==> config.mk <==
export PLATFORM = sky130hd
export DESIGN_NAME = uart_rx_fifo_flat
export DESIGN_NICKNAME = d
export VERILOG_FILES = /design/src/rtl/uart_rx_fifo_if.sv /design/src/rtl/uart_rx_fifo.sv /design/src/flat_wrapper.sv
export SDC_FILE = /design/constraint.sdc
export NUM_CORES = 1
export LEC_CHECK = 0
export BUFFER_PORTS_ARGS = -buffer_cell sky130_fd_sc_hd__buf_4
export CAP_MARGIN = 0
export CORE_MARGIN = 4
export CORE_UTILIZATION = 45
export CTS_CLUSTER_DIAMETER = 120
export DETAILED_ROUTE_END_ITERATION = 16
export PLACE_DENSITY = 0.63
export SLEW_MARGIN = 20
export SYNTH_ARGS = -nofsm -noshare
export SYNTH_HDL_FRONTEND = slang
export SYNTH_SLANG_ARGS = --single-unit
==> constraint.sdc <==
create_clock -name clk -period 8.68 [get_ports clk]
set_input_delay 1.302 -clock clk [delete_from_list [all_inputs] [get_ports clk]]
set_output_delay 1.302 -clock clk [all_outputs]
set_load 0.01 [all_outputs]
==> src/rtl/uart_rx_fifo_if.sv <==
`default_nettype none
// ============================================================================
// Module      : uart_rx_fifo_if
// Description : Receiver-side and consumer-side signal bundle for uart_rx_fifo.
// Revision    : 1.0 - initial release
// ============================================================================
interface uart_rx_fifo_if #(
    parameter int AW = 4
);
    logic [7:0]  rx_data;
    logic        rx_rdy;
    logic        rx_ack;
    logic [7:0]  dout;
    logic        dout_valid;
    logic        dout_ready;
    logic [AW:0] count;
    logic        overflow;
    logic        ovf_clr;

    // master: the environment (receiver + consumer); slave: the buffer itself
    modport master (
        output rx_data, rx_rdy, dout_ready, ovf_clr,
        input  rx_ack, dout, dout_valid, count, overflow
    );

    modport slave (
        input  rx_data, rx_rdy, dout_ready, ovf_clr,
        output rx_ack, dout, dout_valid, count, overflow
    );
endinterface
`default_nettype wire

==> src/rtl/uart_rx_fifo.sv <==
`default_nettype none
// ============================================================================
// Module      : uart_rx_fifo
// Description : Power-of-two first-word-fall-through byte buffer behind the
//               UART receiver. Optional sticky overflow flag built only when
//               RXFIFO_OVF_FLAG_EN is defined.
// Revision    : 1.0 - initial release
// ============================================================================
module uart_rx_fifo #(
    parameter int DEPTH = 16,
    parameter int AW    = 4
) (
    input  wire logic        clk,
    input  wire logic        rst_n,
    uart_rx_fifo_if.slave    bus
);
    localparam logic [AW:0] c_depth = (AW+1)'(DEPTH);

    logic [7:0]  r_mem [DEPTH];
    logic [AW:0] r_wr_ptr;
    logic [AW:0] r_rd_ptr;

    logic [AW:0] w_count;
    logic        w_empty;
    logic        w_full;
    logic        w_rd;
    logic        w_wr;
    logic        w_drop;

    // Extra wrap bit on each pointer lets full and empty be told apart.
    assign w_count = r_wr_ptr - r_rd_ptr;
    assign w_empty = (w_count == '0);
    assign w_full  = (w_count == c_depth);
    assign w_rd    = !w_empty && bus.dout_ready;
    assign w_wr    = bus.rx_rdy && (!w_full || w_rd);
    assign w_drop  = bus.rx_rdy && w_full && !w_rd;

    always_ff @(posedge clk or negedge rst_n) begin
        if (!rst_n) begin
            r_wr_ptr <= '0;
            r_rd_ptr <= '0;
        end else begin
            if (w_wr) r_wr_ptr <= r_wr_ptr + 1'b1;
            if (w_rd) r_rd_ptr <= r_rd_ptr + 1'b1;
        end
    end

    always_ff @(posedge clk) begin
        if (w_wr) r_mem[r_wr_ptr[AW-1:0]] <= bus.rx_data;
    end

    assign bus.dout       = r_mem[r_rd_ptr[AW-1:0]];
    assign bus.dout_valid = !w_empty;
    assign bus.rx_ack     = !w_full;
    assign bus.count      = w_count;

`ifdef RXFIFO_OVF_FLAG_EN
    logic r_overflow;

    // A drop in the same cycle as a clear keeps the flag set.
    always_ff @(posedge clk or negedge rst_n) begin
        if (!rst_n) begin
            r_overflow <= 1'b0;
        end else if (w_drop) begin
            r_overflow <= 1'b1;
        end else if (bus.ovf_clr) begin
            r_overflow <= 1'b0;
        end
    end

    assign bus.overflow = r_overflow;
`else
    logic w_unused_ovf;

    assign w_unused_ovf = bus.ovf_clr | w_drop;
    assign bus.overflow = 1'b0;
`endif

endmodule
`default_nettype wire

==> src/flat_wrapper.sv <==
// flat-port wrapper written by rule: the top's interface ports become plain ports
module uart_rx_fifo_flat 
#(
    parameter int DEPTH = 16,
    parameter int AW    = 4
)
  (clk, rst_n, bus_rx_data, bus_rx_rdy, bus_dout_ready, bus_ovf_clr, bus_rx_ack, bus_dout, bus_dout_valid, bus_count, bus_overflow);
  uart_rx_fifo_if #(.AW(AW)) bus_i ();
  input  wire logic clk;
  input  wire logic rst_n;
  input wire logic [$bits(bus_i.rx_data)-1:0] bus_rx_data;
  input wire logic [$bits(bus_i.rx_rdy)-1:0] bus_rx_rdy;
  input wire logic [$bits(bus_i.dout_ready)-1:0] bus_dout_ready;
  input wire logic [$bits(bus_i.ovf_clr)-1:0] bus_ovf_clr;
  output wire logic [$bits(bus_i.rx_ack)-1:0] bus_rx_ack;
  output wire logic [$bits(bus_i.dout)-1:0] bus_dout;
  output wire logic [$bits(bus_i.dout_valid)-1:0] bus_dout_valid;
  output wire logic [$bits(bus_i.count)-1:0] bus_count;
  output wire logic [$bits(bus_i.overflow)-1:0] bus_overflow;
  assign bus_i.rx_data = bus_rx_data;
  assign bus_i.rx_rdy = bus_rx_rdy;
  assign bus_i.dout_ready = bus_dout_ready;
  assign bus_i.ovf_clr = bus_ovf_clr;
  assign bus_rx_ack = bus_i.rx_ack;
  assign bus_dout = bus_i.dout;
  assign bus_dout_valid = bus_i.dout_valid;
  assign bus_count = bus_i.count;
  assign bus_overflow = bus_i.overflow;
  uart_rx_fifo #(.DEPTH(DEPTH), .AW(AW)) u_core (.clk(clk), .rst_n(rst_n), .bus(bus_i));
endmodule
==> key figures <==
Worst setup path
  • Most frequent CP cell: buf_4
  • Reg2reg path depth: 10
  • R2R setup slack: 5010 ps
  • CP Cell Sequence: buf_4 > clkinv_1 > fa_1 > xnor2_2 > inv_1 > a211oi_1 > o22ai_1 > buf_4
  • Worst Setup EP: bus_dout_valid
  • Setup CP Type: reg2out
  • Reg2reg start: u_core.r_rd_ptr[1]$_DFFE_PN0P_
  • CP Max Fanout: 28
  • CP endpoint kind: output pin
  • Startpoint Class: flip-flop
  • Crit-path max cell delay: ~600 ps
  • Reg2reg end: u_core.r_mem[1][5]$_DFFE_PP_
  • Worst setup startpoint: u_core.r_rd_ptr[1]$_DFFE_PN0P_
  • Arrival @ worst endpoint: 3170 ps
  • CP required: 7380 ps
  • Slowest cell on crit path: fa_1

Cells and area
  • Layout cells sized above 1: 0.2815
  • Ant. Diodes: 0
  • Layout area overhead: 18.73%
  • Nets: 383
  • Design Area, Final: 6774 sq um

Clocking
  • Clock Sinks: 138
  • CTS max path bufs: 2
  • Worst skew pair latency: 410 ps
  • CTS Buf Count: 17
  • CTS tree: done
  • CTS clock-pin slew for the worst setup and hold paths: 60 ps
  • Setup bufs post-CTS: 0
  • H-tree lvl count: 4
  • Post-cts sizing count: 0
  • Hold_buf cts: 0
  • Root Buffer: clkbuf_16

Synthesis
  • Number of synthesized register bits: 138
  • Post-synthesis area per instance: ~18 sq um
  • Synthesis warning total: 0
  • Mapped Cells: 318
  • Main area contributors after synthesis: edfxtp_1, mux4_2, dfrtp_1
  • Synth unique cells: 36
  • Synth area leader: edfxtp_1
  • Yosys top cell area share: 0.6737
  • Syn nets: 341
  • Synth Cell Area: 5705 sq um
  • Sequential element share of the synthesized area: 0.7175

Die
  • I/O Pins: 29
  • FP Rows: 40
  • Die X: 120.6 microns
  • Initial Util: 0.4672
  • Core area: 12210 sq um
  • Die H: between 100 and 150 microns
  • Full die area: 14540 sq um

Run status
  • Status: finished, final reports clean

Timing
  • Max Fclk: 223.8 MHz
  • # setup viols final: 0
  • Setup_tns: 0 ps
  • Slew HR: 0.4427
  • Unrepaired setup endpoints after global routing: no
  • Final min period: around 4500 ps
  • Clk_skew: 17.38 ps
  • Fin. max-slew vios: 0
  • Final-report hold violation count: 0
  • Fin crit share: 0.5149
  • Worst-margin pin slew: roughly 830 ps

Worst hold path
  • Tightest Hold Check Type: reg2reg

Routing
  • DR pass1 iterations: 4
  • Via Count: 2931
  • Iter 0 DRT Violations: 222
  • # DRC: 0
  • Via density: 5.418
  • Routed len/inst: 21.48 microns
  • Final wirelength: around 12 mm
  • ANT nets after route: 0

GRT
  • Initial antenna violation count: 0
  • Vias in the first global route: a little over 3000
  • First-pass GRT wire length: 18.04 mm
  • Pin count of the biggest net entering global routing: 37
  • Total gr overflow: 0
  • Total GRT Usage: 0.1739

Power and ir drop
  • Pwr Density: 373.8 nW/um^2
  • LEAKAGE: approximately 2.4 nW
  • VDD IR max: between 0.2 and 0.25 mV

Place
  • IO buf count: 26
  • Placed inst area: 6128 sq um
  • Placer congestion estimate: ~0.74
  • Dpl hpwl: between 7 and 8 mm

Run
  • Max cap viols: 0
[cell type report]
class                      count  area, sq um
tap                          168        210.2
timing repair buffer          37        277.8
multi-input combinational    157         1511
clock buffer                  17        425.4
fill                         991         5438
inverter                       9        33.78
sequential                   138         4095
clock inverter                15        220.2
[routing by layer]
metal	up-vias	track usage	part of all wire
met5	-	0	0
met4	0	0.04533	0.0057
met3	6	0.04864	0.060
met2	63	0.2833	0.52
met1	1525	0.2327	0.41
li1	1337	-	-
[sequential cells by signal (all words and copies together) (netlist names)]
name / count
u_core.r_rd_ptr: 5
u_core.r_mem: 128
u_core.r_wr_ptr: 5
[cell families after synthesis]
logic type | count (synthesis) | synth area share
flops | 138 | 0.7175
simple gates | 85 | 0.07149
mux | 34 | 0.1303
buf+inv | 23 | 0.01754
compound gates | 16 | 0.02105
xor+xnor | 11 | 0.01820
fa+ha+maj | 10 | 0.02325
other cells | 1 | 0.0006573
[worst max-delay path: cells and delay by family (launching register included)]
family                   cells  cell delay [ps]
flip-flops                   1              320
XOR/XNOR                     1              210
buffers and inverters        4             1090
AO/OA/AOI/OAI                2              530
adder cells (fa/ha/maj)      1              590
[stage by stage]
| stage | hold WS, ps | total power [mW] | setup slack, ps | std cells | utilization |
|---|---|---|---|---|---|
| 5_1_grt | 515.3 | 2.682 | 3901 | 541 | 0.5547 |
| 3_3_place_gp | 477.0 | 1.758 | 4619 | 509 | 0.5018 |
| 3_5_place_dp | 477.1 | 1.778 | 4618 | 509 | 0.5018 |
| 6_report | 485.4 | 2.532 | 4211 | 541 | 0.5547 |
| 4_1_cts | 489.1 | 2.564 | 4164 | 541 | 0.5547 |
| 2_1_floorplan | 460.7 | 1.461 | 4830 | 318 | - |
[report_power, final]
part / internal, mW / total (mW) / switching, mW
Combinational: 0.398 / 0.887 / 0.490
Sequential: 0.815 / 0.863 / 0.0476
Clock: 0.510 / 0.782 / 0.272
[synth_stat cells (all sizes together)]
library cell and n:
ha 9, clkbuf 4, a21oi 3, inv 7
a211oi 1, o22ai 1, nor3 8, nand4 2
conb 1, xnor2 7, and3 13, and4 3
xor2 4, fa 1, mux2 2, nor3b 1
o21ai 1, buf 10, clkinv 2, nor2b 1
nand2b 2, nand3b 2, a2111oi 1, a31oi 8
nor2 9, dfrtp 10, edfxtp 128, nand3 4
or2 1, a211o 1, mux4 32, nand2 39
[layout by cell type (no fill, tap or decap), types with 2 or more instances in the layout]
master,n
edfxtp_1,128
nand2_1,39
nand3b_1,2
nor3_1,8
and3_1,13
nand3_1,4
clkbuf_16,17
mux4_2,32
and4_1,3
dfrtp_1,9
inv_6,3
bufinv_16,5
nor2_1,9
a21oi_1,3
buf_4,37
clkinv_4,2
xor2_1,4
nand2b_1,2
clkinv_1,3
xnor2_1,6
ha_1,9
inv_1,7
nand4_1,2
a31oi_1,8
clkinv_2,3
[how the worst min path moves through the flow]
| stage | start | to | cells after the start |
|---|---|---|---|
| 2_1_floorplan | u_core.r_wr_ptr[4]$_DFFE_PN0P_ | u_core.r_wr_ptr[4]$_DFFE_PN0P_ | 1 |
| 3_3_place_gp | u_core.r_wr_ptr[4]$_DFFE_PN0P_ | u_core.r_wr_ptr[4]$_DFFE_PN0P_ | 1 |
| 3_5_place_dp | u_core.r_wr_ptr[4]$_DFFE_PN0P_ | u_core.r_wr_ptr[4]$_DFFE_PN0P_ | 1 |
| 4_1_cts | u_core.r_wr_ptr[4]$_DFFE_PN0P_ | u_core.r_wr_ptr[4]$_DFFE_PN0P_ | 1 |
| 5_1_grt | u_core.r_rd_ptr[4]$_DFFE_PN0P_ | u_core.r_rd_ptr[4]$_DFFE_PN0P_ | 1 |
| 6_report | u_core.r_wr_ptr[4]$_DFFE_PN0P_ | u_core.r_wr_ptr[4]$_DFFE_PN0P_ | 1 |
(Power assumes the default switching activity.)
